===== config.mk =====
export PLATFORM = sky130hd
export DESIGN_NAME = keyboard_lane_tracker
export DESIGN_NICKNAME = d
export VERILOG_FILES = /design/src/rtl/keyboard_lane_tracker.sv
export SDC_FILE = /design/constraint.sdc
export NUM_CORES = 1
export LEC_CHECK = 0
export ABC_AREA = 1
export BUFFER_PORTS_ARGS = -buffer_cell sky130_fd_sc_hd__buf_4
export CORE_AREA = 3 3 235 237
export DETAILED_ROUTE_END_ITERATION = 8
export DIE_AREA = 0 0 238 240
export GPL_TIMING_DRIVEN = 0
export PLACE_DENSITY = 0.37
export SLEW_MARGIN = 20
export SYNTH_ARGS = -nofsm -noshare
export SYNTH_HDL_FRONTEND = slang
export SYNTH_SLANG_ARGS = --single-unit
export TNS_END_PERCENT = 5

===== constraint.sdc =====
create_clock -name clk -period 1.8 [get_ports clk]
set_input_delay 0.18 -clock clk [delete_from_list [all_inputs] [get_ports clk]]
set_output_delay 0.18 -clock clk [all_outputs]
set_load 0.02 [all_outputs]

===== src/rtl/keyboard_lane_tracker.sv =====
// Tracks NUM_LANES configurable scan codes from the 512-bit key_down vector,
// debouncing each lane and emitting press/release/long-hold pulses plus hold counters.
module keyboard_lane_tracker #(
    parameter int                     NUM_LANES    = 4,
    parameter logic [9*NUM_LANES-1:0] LANE_CODES   = {9'h3B, 9'h33, 9'h34, 9'h2B},
    parameter int                     DEBOUNCE_CYC = 3,
    parameter int                     HOLD_W       = 16,
    parameter int                     LONG_CYC     = 1000
) (
    input  logic                        clk,
    input  logic                        rst_n,
    input  logic                        en,
    input  logic [511:0]                key_down,
    output logic [NUM_LANES-1:0]        lane_held,
    output logic [NUM_LANES-1:0]        lane_press,
    output logic [NUM_LANES-1:0]        lane_release,
    output logic [NUM_LANES-1:0]        lane_long,
    output logic [NUM_LANES*HOLD_W-1:0] lane_hold_cnt,
    output logic                        any_press,
    output logic [3:0]                  first_lane
);

    localparam int DEB_W = (DEBOUNCE_CYC + 1 > 1) ? $clog2(DEBOUNCE_CYC + 1) : 1;

    typedef enum logic [1:0] {
        IDLE   = 2'd0,
        DEB_DN = 2'd1,
        HELD   = 2'd2,
        DEB_UP = 2'd3
    } lane_state_t;

    // Per-lane state is kept as arrays so it can be probed hierarchically.
    lane_state_t          state_q  [NUM_LANES];
    logic [DEB_W-1:0]     deb_q    [NUM_LANES];
    logic [HOLD_W-1:0]    hold_q   [NUM_LANES];
    logic [HOLD_W-1:0]    hold_inc [NUM_LANES];
    logic [NUM_LANES-1:0] long_hit;
    logic [NUM_LANES-1:0] key_q;
    logic [NUM_LANES-1:0] press_q;
    logic [NUM_LANES-1:0] release_q;
    logic [NUM_LANES-1:0] long_q;
    logic                 unused_keys;

    assign unused_keys = ^key_down;

    // Saturating increment; long_hit marks the step that lands exactly on LONG_CYC.
    always_comb begin
        for (int i = 0; i < NUM_LANES; i++) begin
            hold_inc[i] = (&hold_q[i]) ? hold_q[i] : hold_q[i] + HOLD_W'(1);
            long_hit[i] = (hold_q[i] == HOLD_W'(LONG_CYC - 1));
        end
    end

    always_ff @(posedge clk or negedge rst_n) begin
        if (!rst_n) begin
            key_q     <= '0;
            press_q   <= '0;
            release_q <= '0;
            long_q    <= '0;
            for (int i = 0; i < NUM_LANES; i++) begin
                state_q[i] <= IDLE;
                deb_q[i]   <= '0;
                hold_q[i]  <= '0;
            end
        end else begin
            press_q   <= '0;
            release_q <= '0;
            long_q    <= '0;
            for (int i = 0; i < NUM_LANES; i++) begin
                key_q[i] <= key_down[LANE_CODES[9*i +: 9]];
            end
            if (!en) begin
                for (int i = 0; i < NUM_LANES; i++) begin
                    state_q[i] <= IDLE;
                    deb_q[i]   <= '0;
                    hold_q[i]  <= '0;
                end
            end else begin
                for (int i = 0; i < NUM_LANES; i++) begin
                    case (state_q[i])
                        IDLE: begin
                            if (key_q[i]) begin
                                state_q[i] <= DEB_DN;
                                deb_q[i]   <= DEB_W'(1);
                            end
                        end
                        DEB_DN: begin
                            if (!key_q[i]) begin
                                state_q[i] <= IDLE;
                                deb_q[i]   <= '0;
                            end else if (deb_q[i] == DEB_W'(DEBOUNCE_CYC)) begin
                                state_q[i] <= HELD;
                                deb_q[i]   <= '0;
                                hold_q[i]  <= '0;
                                press_q[i] <= 1'b1;
                            end else begin
                                deb_q[i] <= deb_q[i] + DEB_W'(1);
                            end
                        end
                        HELD: begin
                            if (!key_q[i]) begin
                                state_q[i] <= DEB_UP;
                                deb_q[i]   <= DEB_W'(1);
                            end else begin
                                hold_q[i] <= hold_inc[i];
                                long_q[i] <= long_hit[i];
                            end
                        end
                        DEB_UP: begin
                            // The hold counter keeps running while a release is pending.
                            hold_q[i] <= hold_inc[i];
                            long_q[i] <= long_hit[i];
                            if (key_q[i]) begin
                                state_q[i] <= HELD;
                                deb_q[i]   <= '0;
                            end else if (deb_q[i] == DEB_W'(DEBOUNCE_CYC)) begin
                                state_q[i]   <= IDLE;
                                deb_q[i]     <= '0;
                                release_q[i] <= 1'b1;
                            end else begin
                                deb_q[i] <= deb_q[i] + DEB_W'(1);
                            end
                        end
                        default: begin
                            state_q[i] <= IDLE;
                            deb_q[i]   <= '0;
                        end
                    endcase
                end
            end
        end
    end

    always_comb begin
        lane_held     = '0;
        lane_hold_cnt = '0;
        first_lane    = 4'd0;
        for (int i = 0; i < NUM_LANES; i++) begin
            lane_held[i]                     = (state_q[i] == HELD) || (state_q[i] == DEB_UP);
            lane_hold_cnt[HOLD_W*i +: HOLD_W] = hold_q[i];
        end
        for (int i = NUM_LANES - 1; i >= 0; i--) begin
            if (press_q[i]) first_lane = 4'(i);
        end
    end

    assign lane_press   = press_q;
    assign lane_release = release_q;
    assign lane_long    = long_q;
    assign any_press    = |press_q;

endmodule

======== After elaboration in Yosys (flattened, before gate mapping) ========
Index checks and enable logic that the tools add are counted.
cells by class
  equal/unequal tests ..................... 52
  reductions and logical operators ........ 25
  $add $sub $neg .......................... 8
  mux-type cells .......................... 106
operators by type and width
  kind                                                                     count
  16-bit two-way mux                                                       16
  16-bit case mux with 3 select lines                                      4
  2-bit two-way mux                                                        42
  16-bit by 1-bit adder with 16-bit output, second input constant          4
  16-bit by 10-bit == test with 1-bit output, second input constant        4
  64-bit two-way mux                                                       1
  2-bit case mux with 4 select lines                                       8
  16-bit AND reduction                                                     4
  3-bit inequality test, second input constant                             20
  4-bit inequality test, second input constant                             8
  4-bit AND reduction                                                      8
  2-bit == test, second input constant                                     12
  1-bit two-way mux                                                        24
  4-bit two-way mux                                                        5
  8-bit two-way mux                                                        2
  4-bit by 1-bit inequality test with 1-bit output, second input constant  4
  2-bit by 1-bit adder with 2-bit output, second input constant            4
  2-bit by 1-bit == test with 1-bit output, second input constant          4
  2-bit logical NOT                                                        4
  1-bit case mux with 2 select lines                                       4
  2-bit AND reduction                                                      4
  1-bit logical OR                                                         4
  4-bit OR reduction                                                       1
word-level totals
  register bits after elaboration ......... 96
  word-level logic and storage cells ...... 207

======== Depth between registers and ports, before layout ========
Gate-level depths: netlist (run 1).
  depth after elaboration ................. 5
  gate-level depth with buffers ........... 10
  gate-level depth less buffers ........... 9

======== Worst setup path after synthesis (run 1) ========
No wires, ideal clock.
  path kind ............................... register to register
  start point ............................. register hold_q (netlist bit lane_hold_cnt[48])
  end point ............................... register hold_q (netlist bit lane_hold_cnt[58])
  required time ........................... 1.683 ns
  arrival ................................. 1.524 ns
  stages on the path, launching flop included .. 10
  slack ................................... 0.159 ns
  cells stage by stage .................... dfrtp_1 > ha_1 > nand3_1 > nor2_4 > nand4_1 > nand2_1 > buf_4 > nor2_1 > nand2_1 > nand2_1
on the way
  word-level cells in the longest chain between the ends .. 5
  elaborated cells on any way between the ends .. 6
ends and longest elaborated chain
  what                                                                                     line  RTL
  start, declared                                                                          35    logic [HOLD_W-1:0] hold_q [NUM_LANES];
  start signal, assigned by index                                                          105   hold_q[i] <= hold_inc[i];
  start signal, assigned by index                                                          111   hold_q[i] <= hold_inc[i];
  16-bit by 1-bit adder with 16-bit output / 16-bit AND reduction (equally long branches)  49    hold_inc[i] = (&hold_q[i]) ? hold_q[i] : hold_q[i] + HOLD_W'(1);
  16-bit two-way mux (*)                                                                   49
  16-bit two-way mux                                                                       101   if (!key_q[i]) begin
  16-bit case mux with 3 select lines (*)                                                  80    case (state_q[i])
  64-bit two-way mux (*)                                                                   72    if (!en) begin
Every way passes the cells marked *; elsewhere a longest branch is shown, timed or not. The select of a mux whose other input is x is not followed.
A chain may end at the register's enable or synchronous reset.

======== Final worst setup path (run 1) ========
  start point ............................. register hold_q (netlist bit lane_hold_cnt[49])
  end point ............................... register hold_q (netlist bit lane_hold_cnt[58])
Same word-level chain as after synthesis.

==> results of run 1 <==
placed cells by master, fill, tap and decap left out, types with 2 or more instances in the layout:
| master | count |
|---|---|
| nand2_1 | 280 |
| bufinv_16 | 2 |
| a22oi_1 | 3 |
| a21oi_1 | 14 |
| o21bai_1 | 3 |
| ha_2 | 3 |
| nor4_1 | 11 |
| inv_1 | 85 |
| a211oi_1 | 2 |
| nand2_2 | 7 |
| buf_2 | 6 |
| o21ai_2 | 2 |
| o21ai_1 | 16 |
| dlygate4sd3_1 | 5 |
| nor2_1 | 76 |
| conb_1 | 2 |
| dfrtp_1 | 87 |
| nor3_1 | 11 |
| clkbuf_1 | 4 |
| nand3b_1 | 2 |
| ha_1 | 4 |
| buf_4 | 99 |
| nand3_2 | 4 |
| nand4_1 | 35 |
| clkbuf_8 | 2 |
| nor2_4 | 7 |
| nor2_2 | 14 |
| dfrtp_2 | 9 |
| xnor2_1 | 5 |
| clkinv_1 | 2 |
| xor2_1 | 8 |
| nand2_4 | 2 |
| clkbuf_16 | 9 |
| o21ai_0 | 42 |
| buf_6 | 5 |
| inv_2 | 4 |
| nand3_1 | 69 |
| buf_8 | 2 |
final cells by class:
type,instances,area [um2]
multi-input cells,630,3070
plain buffers,21,158
clock buffers,11,253
inverters,92,348
well taps,696,871
fillers,6088,45500
clock inverters,5,87.6
flip-flops and latches,96,2410
repair buffers,100,767
sequential cells by signal, summed over array words and instances, names as in the netlist:
register / cells
lane_release: 4
key_q: 4
state_q: 8
lane_hold_cnt: 64
lane_press: 4
lane_long: 4
deb_q: 8
routing by layer:
metal	vias to the layer above	routed length, um
met5	-	0
met4	0	354
li1	2950	-
met3	18	826
met2	95	9760
met1	2745	10300
cell families (layout without fill, tap and decap cells):
family / after synthesis / after routing
AOI/OAI and AO/OA: 87 / 87
xor gates and xnor gates: 13 / 13
adders and majority gates: 8 / 8
buffers and inverters: 113 / 229
DFF: 96 / 96
other: 1 / 2
and+or+nand+nor: 520 / 520
final timing paths:
check	to	startpoint
worst max-delay path	lane_hold_cnt[58]$_DFFE_PN0P_	lane_hold_cnt[49]$_DFFE_PN0P_
worst min-delay path	lane_release[1]$_DFF_PN0_	en
worst max register to register	lane_hold_cnt[58]$_DFFE_PN0P_	lane_hold_cnt[49]$_DFFE_PN0P_
worst min register to register	deb_q[3]$_DFFE_PN0P_	deb_q[3]$_DFFE_PN0P_
max in group asynchronous	lane_hold_cnt[16]$_DFFE_PN0P_	rst_n
min in group asynchronous	lane_hold_cnt[14]$_DFFE_PN0P_	rst_n
through the flow:
stage,setup WS [ps],util [%],instances,power [mW],hold WS (ps)
floorplan,159,-,839,3.31,-116
global placement,-68.9,13.9,1624,3.81,292
detailed placement,-89.7,13.9,1624,3.81,290
CTS,-8.23,14.7,1645,6.19,220
global route,1.45,14.9,1651,6.50,240
finish,116,14.9,1651,6.10,230
critical path: stages, from the launching register on:
cell and delay [ps]:
dfrtp_2 410, ha_2 220, nand3_2 130, nor2_4 170
nand4_1 180, nand2_1 130, buf_4 180, nor2_1 50
nand2_1 60, nand2_1 50
power breakdown:
group	switching, mW	internal (mW)
clock network	0.981	1.31
logic	0.930	0.443
registers	0.154	2.29
timing repair:
action,CTS,global route
hold endpoints to repair,54,0
pin swaps,0,2
hold buffers,5,0
buffers inserted,0,6
gates resized for setup,11,23
setup endpoints to repair,34,58
cell usage after synthesis (all sizes together):
cell type    n
a22oi        3
a21oi       14
a211oi       2
ha           8
inv         90
conb         1
nor4        11
nor2        97
xor2         8
a21boi       1
nor3        12
o21a         1
nand3       73
dfrtp       96
nand2      290
clkbuf       4
o22ai        1
o21ai       61
o21bai       3
buf         17
nand3b       2
xnor2        5
nand4       35
clkinv       2
o31ai        1
==> results.md, run 1 <==
* Core footprint at 53500 um2
* # setup viols final at 0
* Drt wl/cell at 12.9 um
* Cell area after layout at 7960 um2
* Tcrit/Tclk final at 93.5%
* All-Layer GR Usage at 7.44%
* Top cells by area, synth: dfrtp_1 (41%), nand2_1 (18%), nand3_1 (6.2%)
* Worst endpoint required time at 2070 ps
* Initial core utilization at 11.0%
* Setup_tns at 0 ps
* Max Cap Viol at 0
* Hpwl dp at 15.9 mm
* Pre-Repair DR Iteration Count at 5
* Power per standard cell area at 766 nW/um2
* R2R setup slack at 120 ps
* Minimum clock period at 1680 ps
* Mux cell area share after synthesis at 0%
* CTS sink cnt at 96
* Cell Area, Synth at 5880 um2
* Compound-Gate Fraction of Synth Area at 8.21%
* GR Layer Usage met2 at 11.6%
* Hold WC Path Type: primary input to flip-flop
* YS warnings at 0
* Rows at 85
* Main combinational cell family by area after synthesis: simple AND/OR/NAND/NOR gates
* Peak fanout along the critical path at 10
* Antenna violations before repair at 0
* Final net count at 1473
* Area of placed instances at 7430 um2
* Synth Area in Simple Gates at 38.8%
* Synthesized area per cell at 7.02 um2
* Fin. Hold Viols at 0
* Achievable Freq at 594 MHz
* Layout cell share with drive strength beyond 1 at 19.4%
* Post-Route WL at 21.3 mm
* Gpl congestion at 0.812
* Vias in the first global route at 5397
* I/O pin cnt at 600
* Vias at 5808
* Clk_lat worst skew at 370 ps
* CTS Buffer Depth at 2
* Slew HR at 34.0%
* Clock-pin slew on the worst setup and hold paths at 80 ps
* RSZ-0062 raised after global routing: no
* Final ANT Viol Nets at 0
* Layer with the highest usage: met2
* Register area share after synthesis at 40.9%
* Hold depth at 3
* Syn Inst Count at 838
* Synth top area share at 40.9%
* Global-route wire length before repair at 33.0 mm
* Unique cell type count in the Yosys netlist at 39
* Synthesis-stage register bit count at 96
* Initial DRC count at 310
* CP endpoint kind: flip-flop
* Setup crit start kind: flip-flop
* Die width at 238 um
* Clock Tree Root: clkbuf_16
* CTS tree: done
* Port Buffers at 89
* Synth Area in Adders at 1.70%
* Worst Tran Pin Value at 990 ps
* Slew Limit Fails at 0
* H-tree levels at 3
* DRC at 0
* Critical path class: flip-flop to flip-flop
* Xor and xnor area share after synthesis at 1.94%
* Reg2reg path depth at 9
* Die height at 240 um
* Gr ovfl total at 0
* Cell taking the most area after synthesis: dfrtp_1
* Largest net degree at the start of global routing at 97
* Full die area at 57100 um2
* Met3 GRT Util at 1.74%
* # diodes at 0
* Status: complete, no violations
* VDD IR max at 540 uV
* Clock Skew at 12.9 ps
* Area delta synth->final at 35.5%
* DR vias/cell at 3.52
* Routing usage on met1 at 10.2%
* CTS Buf Count at 9
* Worst EP arrival at 1960 ps
* Leak at 3.41 nW
Note: power is estimated with default switching activity, not from simulation.
==> run 2: changes to the inputs <==
ABC_AREA = not set   (was 1)
CORE_AREA = 3 3 233 235   (was 3 3 235 237)
DIE_AREA = 0 0 236 238   (was 0 0 238 240)
PLACE_DENSITY = 0.35   (was 0.37)
==> results.md, run 2 <==
* DRC at 0 (unchanged)
* Hold WC Path Type: primary input to async pin
* R2r startpoint: lane_hold_cnt[48]$_DFFE_PN0P_
* Fin. Hold Viols at 0 (unchanged)
* Minimum clock period at 1930 ps (+244 ps)
* H-tree levels at 3 (unchanged)
* Post-Route WL at 18.6 mm (-13%)
* Setup_tns at -1380 ps (-1380 ps)
* Pre-Repair DR Iteration Count at 4 (-1)
* Antenna violations before repair at 1 (+1)
* Crit path to: lane_hold_cnt[57]$_DFFE_PN0P_
* Top cells by area, synth: dfrtp_1 (48%), o21ai_0 (7.6%), nand2_1 (3.9%)
* Die width at 236 um (-0.84%)
* Clock-pin slew on the worst setup and hold paths at 80 ps (about the same)
* Most frequent cells in the layout: buf_4 (125), dfrtp_1 (62), nand2_1 (51)
* Most common cell after layout, fill and taps aside: buf_4
* Rows at 84 (-1.2%)
* Fill count at 5870 (-3.6%)
* I/O pin cnt at 600 (unchanged)
* Leak at 2.96 nW (-13%)
* Syn Inst Count at 546 (-35%)
* Synth top area share at 48.4% (+7.6 points)
* Critical R2R Capture: lane_hold_cnt[57]$_DFFE_PN0P_
* Violated checks: negative setup slack
* RSZ-0062 raised after global routing: yes
* Power per standard cell area at 583 nW/um2 (-24%)
* Gate power share at 5.0% (-18 points)
* Worst endpoint required time at 2080 ps (about the same)
* Clock power share at 44.6% (+7.1 points)
* Max Cap Viol at 0 (unchanged)
* Largest net degree at the start of global routing at 57 (-41%)
* Async set-reset flop share out of synthesis at 100% (unchanged)
* Status: complete, but fails checks
* Max FFs per register at 64 (unchanged)
* Critical path class: flip-flop to flip-flop
* Placed cells at 1325 (-18%)
* Worst Tran Pin Value at 625 ps (-364 ps)
* Top-count cell post-synth: dfrtp_1
* Reg2reg path depth at 7 (-2)
* CTS tree: done
* Register area share after synthesis at 48.4% (+7.6 points)
* VDD IR max at 459 uV (-15%)
* P_sw at 1.14 mW (-45%)
* YS warnings at 0 (unchanged)
* Final net count at 1211 (-18%)
* Final cell count without fillers at 1381 (-16%)
* Area delta synth->final at 50.2%
* Global-route wire length before repair at 28.4 mm (-14%)
* CTS Buf Count at 9 (unchanged)
* Register share of total power at 50.4% (+10 points)
* Critical Path Start: lane_hold_cnt[48]$_DFFE_PN0P_
* Clock Skew at 7.47 ps (-5.43 ps)
* Tcrit/Tclk final at 107% (+14 points)
* Drt wl/cell at 13.5 um (+4.5%)
* Setup crit start kind: flip-flop
* CTS Buffer Depth at 2 (unchanged)
* Power Internal at 3.21 mW (-21%)
* Slew Limit Fails at 0 (unchanged)
* Clock Tree Root: clkbuf_16
* Die height at 238 um (-0.83%)
* Slew HR at 58.0% (+24 points)
* Vias in the first global route at 4524 (-16%)
* Full die area at 56200 um2 (-1.7%)
* Gr ovfl total at 0 (unchanged)
* Initial core utilization at 9.45% (-1.5 points)
* Vias at 4743 (-18%)
* Unique cell type count in the Yosys netlist at 50 (+28%)
* Synthesized area per cell at 9.08 um2 (+29%)
* Layout cell share with drive strength beyond 1 at 35.1% (+16 points)
* Gpl congestion at 0.762 (-6.2%)
* Commonest cells post-synth: dfrtp_1 (96), o21ai_0 (75), nand2_1 (52)
* CTS sink cnt at 96 (unchanged)
* Final ANT Viol Nets at 0 (unchanged)
* Cell Area, Synth at 4960 um2 (-16%)
* Port Buffers at 89 (unchanged)
* Final worst slack at -127 ps (-244 ps)
* CP endpoint kind: flip-flop
* R2R setup slack at -130 ps (-240 ps)
* Sw Ratio at 26.2% (-7.7 points)
* Cell taking the most area after synthesis: dfrtp_1
* Peak fanout along the critical path at 5 (-5)
* Post-synth EDFFs at 0 (unchanged)
* DR vias/cell at 3.43 (-2.4%)
* Worst EP arrival at 2210 ps (+250 ps)
* Initial DRC count at 196 (-37%)
* Hpwl dp at 13.2 mm (-17%)
* Achievable Freq at 519 MHz (-13%)
* Synthesis-stage register bit count at 96 (unchanged)
* # diodes at 0 (unchanged)
* Synth Flop Type: dfrtp_1
* Core footprint at 52400 um2 (-2.0%)
* # setup viols final at 18 (+18)
* Clk_lat worst skew at 370 ps (about the same)
* All-Layer GR Usage at 6.52% (-0.92 points)
## run 2: changes by cell type in the layout (fill, tap and decap cells not counted), moves of 25 or more
cell	delta
dfrtp_2	+25
nor2_1	-31
inv_1	-80
nand3_1	-42
dfrtp_1	-25
nand2_1	-229
buf_4	+26
## run 2: power groups by stage
stage / Clock (mW) / Combinational (mW) / Sequential (mW)
6_report: 1.94 / 0.218 / 2.19
5_1_grt: 2.12 / 0.244 / 2.20
4_1_cts: 2.06 / 0.219 / 2.19
3_5_place_dp: 0 / 0.192 / 2.23
3_3_place_gp: 0 / 0.184 / 2.23
2_1_floorplan: 0 / 0.0833 / 2.23
## run 2: stage by stage
stage / area (um2) / hold slack, ps / total power [mW] / worst slack (ps) / utilization, %
floorplan: 5040 / -116 / 2.31 / -10.0 / -
global placement: 6570 / 293 / 2.42 / -443 / 12.5
detailed placement: 6600 / 142 / 2.43 / -450 / 12.6
CTS: 7220 / 281 / 4.47 / -102 / 13.8
global route: 7450 / 339 / 4.56 / -197 / 14.2
finish: 7450 / 301 / 4.35 / -127 / 14.2
## run 2: cell families after synthesis
| logic type | after synthesis | synth area share [%] |
|---|---|---|
| simple gates | 238 | 24.4 |
| compound gates | 168 | 21.2 |
| flops | 96 | 48.4 |
| buf+inv | 29 | 2.70 |
| fa+ha+maj | 8 | 2.02 |
| xor+xnor | 4 | 0.706 |
| mux | 2 | 0.429 |
| other cells | 1 | 0.0756 |
## run 2: worst min-delay path by stage
stage / start / to / slack (ps) / cells after the start
2_1_floorplan: rst_n / deb_q[0]$_DFFE_PN0P_ / -120 / 0
3_3_place_gp: key_down[52] / key_q[1]$_DFF_PN0_ / 290 / 1
3_5_place_dp: rst_n / lane_hold_cnt[52]$_DFFE_PN0P_ / 140 / 1
4_1_cts: rst_n / lane_hold_cnt[32]$_DFFE_PN0P_ / 280 / 2
5_1_grt: rst_n / lane_hold_cnt[39]$_DFFE_PN0P_ / 340 / 2
6_report: rst_n / lane_hold_cnt[52]$_DFFE_PN0P_ / 300 / 2
## run 2: cell type report
cell class              count  area [um2]  area share (%)
multi-input cells         422        2680            36.0
clock buffers               9         225            3.02
well taps                 688         861            11.6
inverters                   5        18.8           0.252
plain buffers              23         136            1.83
clock inverters             7        55.1           0.739
repair buffers            131        1030            13.8
flip-flops and latches     96        2440            32.8
## run 2: what timing repair did
action	4_1_cts	5_1_grt
pin swaps	13	17
endpoints found under the setup margin	61	62
endpoints found under the hold margin	44	0
hold buffers	5	0
cloned	2	1
gates resized for setup	38	69
buffers inserted	24	9
## run 2: metal layers
metal | vias to the layer above | track usage, % | share of wire, %
met5 | - | 0 | 0
met4 | 0 | 2.80 | 2.4
met3 | 19 | 1.41 | 3.1
met2 | 83 | 9.96 | 46
met1 | 2322 | 8.87 | 48
li1 | 2319 | - | -
## run 2: critical path, cell delays in order (launching register included)
cell      delay (ps)
dfrtp_2          420
ha_4             170
nand4_1          160
or4_4            590
o21bai_4         190
buf_4            180
o21ai_1           70
o31ai_1           60
==> run 3: changes to the inputs <==
BUFFER_PORTS_ARGS = not set   (was -buffer_cell sky130_fd_sc_hd__buf_4)
CELL_PAD_IN_SITES_DETAIL_PLACEMENT = 1   (was not set)
CELL_PAD_IN_SITES_GLOBAL_PLACEMENT = 2   (was not set)
CORE_AREA = 3 3 234 236   (was 3 3 233 235)
DIE_AREA = 0 0 237 239   (was 0 0 236 238)
DONT_BUFFER_PORTS = 1   (was not set)
PLACE_DENSITY = 0.37   (was 0.35)
==> results.md, run 3 (synthesis results as in run 2) <==
* Max FFs per register at 64 (unchanged)
* Tcrit/Tclk final at 112% (+4.8 points)
* Largest net degree at the start of global routing at 97 (+70%)
* Critical path class: flip-flop to flip-flop
* Status: complete, but fails checks
* CP cell instances: nand4_1, or4_4, o21ai_4, buf_4, nor3_1, a21o_2
* Pre-Repair DR Iteration Count at 4 (unchanged)
* Fin. Hold Viols at 96 (+96)
* R2R setup slack at -210 ps (-90 ps)
* VDD IR max at 392 uV (-14%)
* Tightest hold margin at -520 ps (-821 ps)
* Overall Power at 4.61 mW (+6.1%)
* Post-Route WL at 21.1 mm (+13%)
* I/O pin cnt at 600 (unchanged)
* Leak at 2.41 nW (-18%)
* CTS tree: done
* Final ANT Viol Nets at 0 (unchanged)
* Clock-pin slew on the worst setup and hold paths at 80 ps (about the same)
* RSZ-0062 raised after global routing: yes
* Layout cell share with drive strength beyond 1 at 25.5% (-9.6 points)
* Cell area after layout at 6740 um2 (-9.5%)
* Worst endpoint required time at 2080 ps (about the same)
* CTS Hold Buffers Added at 4 (-1)
* All-Layer GR Usage at 7.40% (+0.87 points)
* Worst EP arrival at 2290 ps (+80 ps)
* Port Buffers at 0 (-100%)
* H-tree levels at 3 (unchanged)
* Max Cap Viol at 0 (unchanged)
* CTS Buffer Depth at 2 (unchanged)
* # setup viols final at 44 (+26)
* Power per standard cell area at 684 nW/um2 (+17%)
* Violated checks: negative hold slack, negative setup slack
* Area of placed instances at 5900 um2 (-11%)
* Area delta synth->final at 36.0%
* Gpl congestion at 0.691 (-9.3%)
* # diodes at 0 (unchanged)
* Initial DRC count at 151 (-23%)
* Antenna violations before repair at 1 (unchanged)
* Gr ovfl total at 0 (unchanged)
* Clk_lat worst skew at 390 ps (+20 ps)
* Minimum clock period at 2010 ps (+86.2 ps)
* Rows at 84 (unchanged)
* Clock Tree Root: clkbuf_16
* Worst Path Buf+Inv at 1 (unchanged)
* Crit path largest cell delay at 590 ps (about the same)
* Final worst slack at -214 ps (-86.2 ps)
* Drt wl/cell at 16.5 um (+23%)
* Full die area at 56600 um2 (+0.85%)
* DR vias/cell at 3.54 (+3.0%)
* Initial core utilization at 9.42% (-0.038 points)
* Slew Limit Fails at 0 (unchanged)
* Die height at 239 um (+0.42%)
* Final cell count without fillers at 1277 (-7.5%)
* Most common cell after layout, fill and taps aside: dfrtp_2
* Clock Skew at 11.3 ps (+3.80 ps)
* Hpwl dp at 14.7 mm (+12%)
* DRC at 0 (unchanged)
* Final net count at 1107 (-8.6%)
* Peak fanout along the critical path at 7 (+2)
* Achievable Freq at 497 MHz (-4.3%)
* Core footprint at 52700 um2 (+0.40%)
* Global-route wire length before repair at 31.9 mm (+12%)
* Die width at 237 um (+0.42%)
* CTS sink cnt at 96 (unchanged)
* Hold WC Path Type: primary input to async pin
* Worst Tran Pin Value at 648 ps (+22.8 ps)
* Most frequent cells in the layout: dfrtp_2 (54), nand2_1 (52), nor2_1 (45)
* CTS Buf Count at 9 (unchanged)
* Setup_tns at -4840 ps (-3460 ps)
* Vias in the first global route at 4650 (+2.8%)
* Crit path max-delay family: simple AND/OR/NAND/NOR gates
* Placed cells at 1235 (-6.8%)
* Worst path slowest cell: or4_4
* Setup crit start kind: flip-flop
* Slew HR at 56.8% (-1.2 points)
* CP endpoint kind: flip-flop
* Vias at 4517 (-4.8%)
run 3: cell count changes in the layout (fill, tap and decap cells not counted), moves of 4 or more:
cell     change
o21ai_1      +4
buf_4      -106
dfrtp_1     -20
o21ai_2      -4
dfrtp_2     +20
run 3: report_power, final:
part / switching (mW) / internal [mW] / total, mW
sequential: 0.0249 / 2.17 / 2.20
combinational: 0.0862 / 0.0698 / 0.156
clock: 1.04 / 1.22 / 2.26
run 3: final timing paths:
kind,start,endpoint,depth (start not counted)
min in group clk,en,lane_hold_cnt[17]$_DFFE_PN0P_,3
setup reg to reg,lane_hold_cnt[8]$_DFFE_PN0P_,lane_hold_cnt[0]$_DFFE_PN0P_,6
hold / removal,rst_n,lane_hold_cnt[41]$_DFFE_PN0P_,0
max in group asynchronous,rst_n,lane_hold_cnt[24]$_DFFE_PN0P_,0
setup / recovery,lane_hold_cnt[8]$_DFFE_PN0P_,lane_hold_cnt[0]$_DFFE_PN0P_,6
hold reg to reg,state_q[5]$_DFFE_PN0P_,lane_press[1]$_DFF_PN0_,1
run 3: final cells by class:
class / count / area, um2
plain buffers: 23 / 151
clock buffers: 9 / 225
clock inverters: 7 / 93.8
fillers: 6162 / 45900
inverters: 5 / 18.8
multi-input cells: 422 / 2690
flip-flops and latches: 96 / 2470
well taps: 688 / 861
repair buffers: 27 / 236
run 3: stage by stage:
step	worst slack (ps)	util [%]
after CTS	-304	12.6
after global placement	-755	11.2
after detailed placement	-733	11.2
final	-214	12.8
after global routing	-292	12.8
after floorplan	-10.0	-
run 3: per-layer routing:
metal	vias to the layer above	wire length, um	GRT usage, %
li1	2101	-	-
met3	14	779	1.83
met5	-	0	0
met4	0	290	2.42
met2	67	9820	11.5
met1	2335	10200	10.1
run 3: what timing repair did:
item                                    in CTS  in global routing
gates cloned                                 1                  0
endpoints found under the hold margin      100                 96
setup buffers                               21                  1
pin swaps                                   32                  8
resized for setup                           99                 29
endpoints found under the setup margin      68                 65
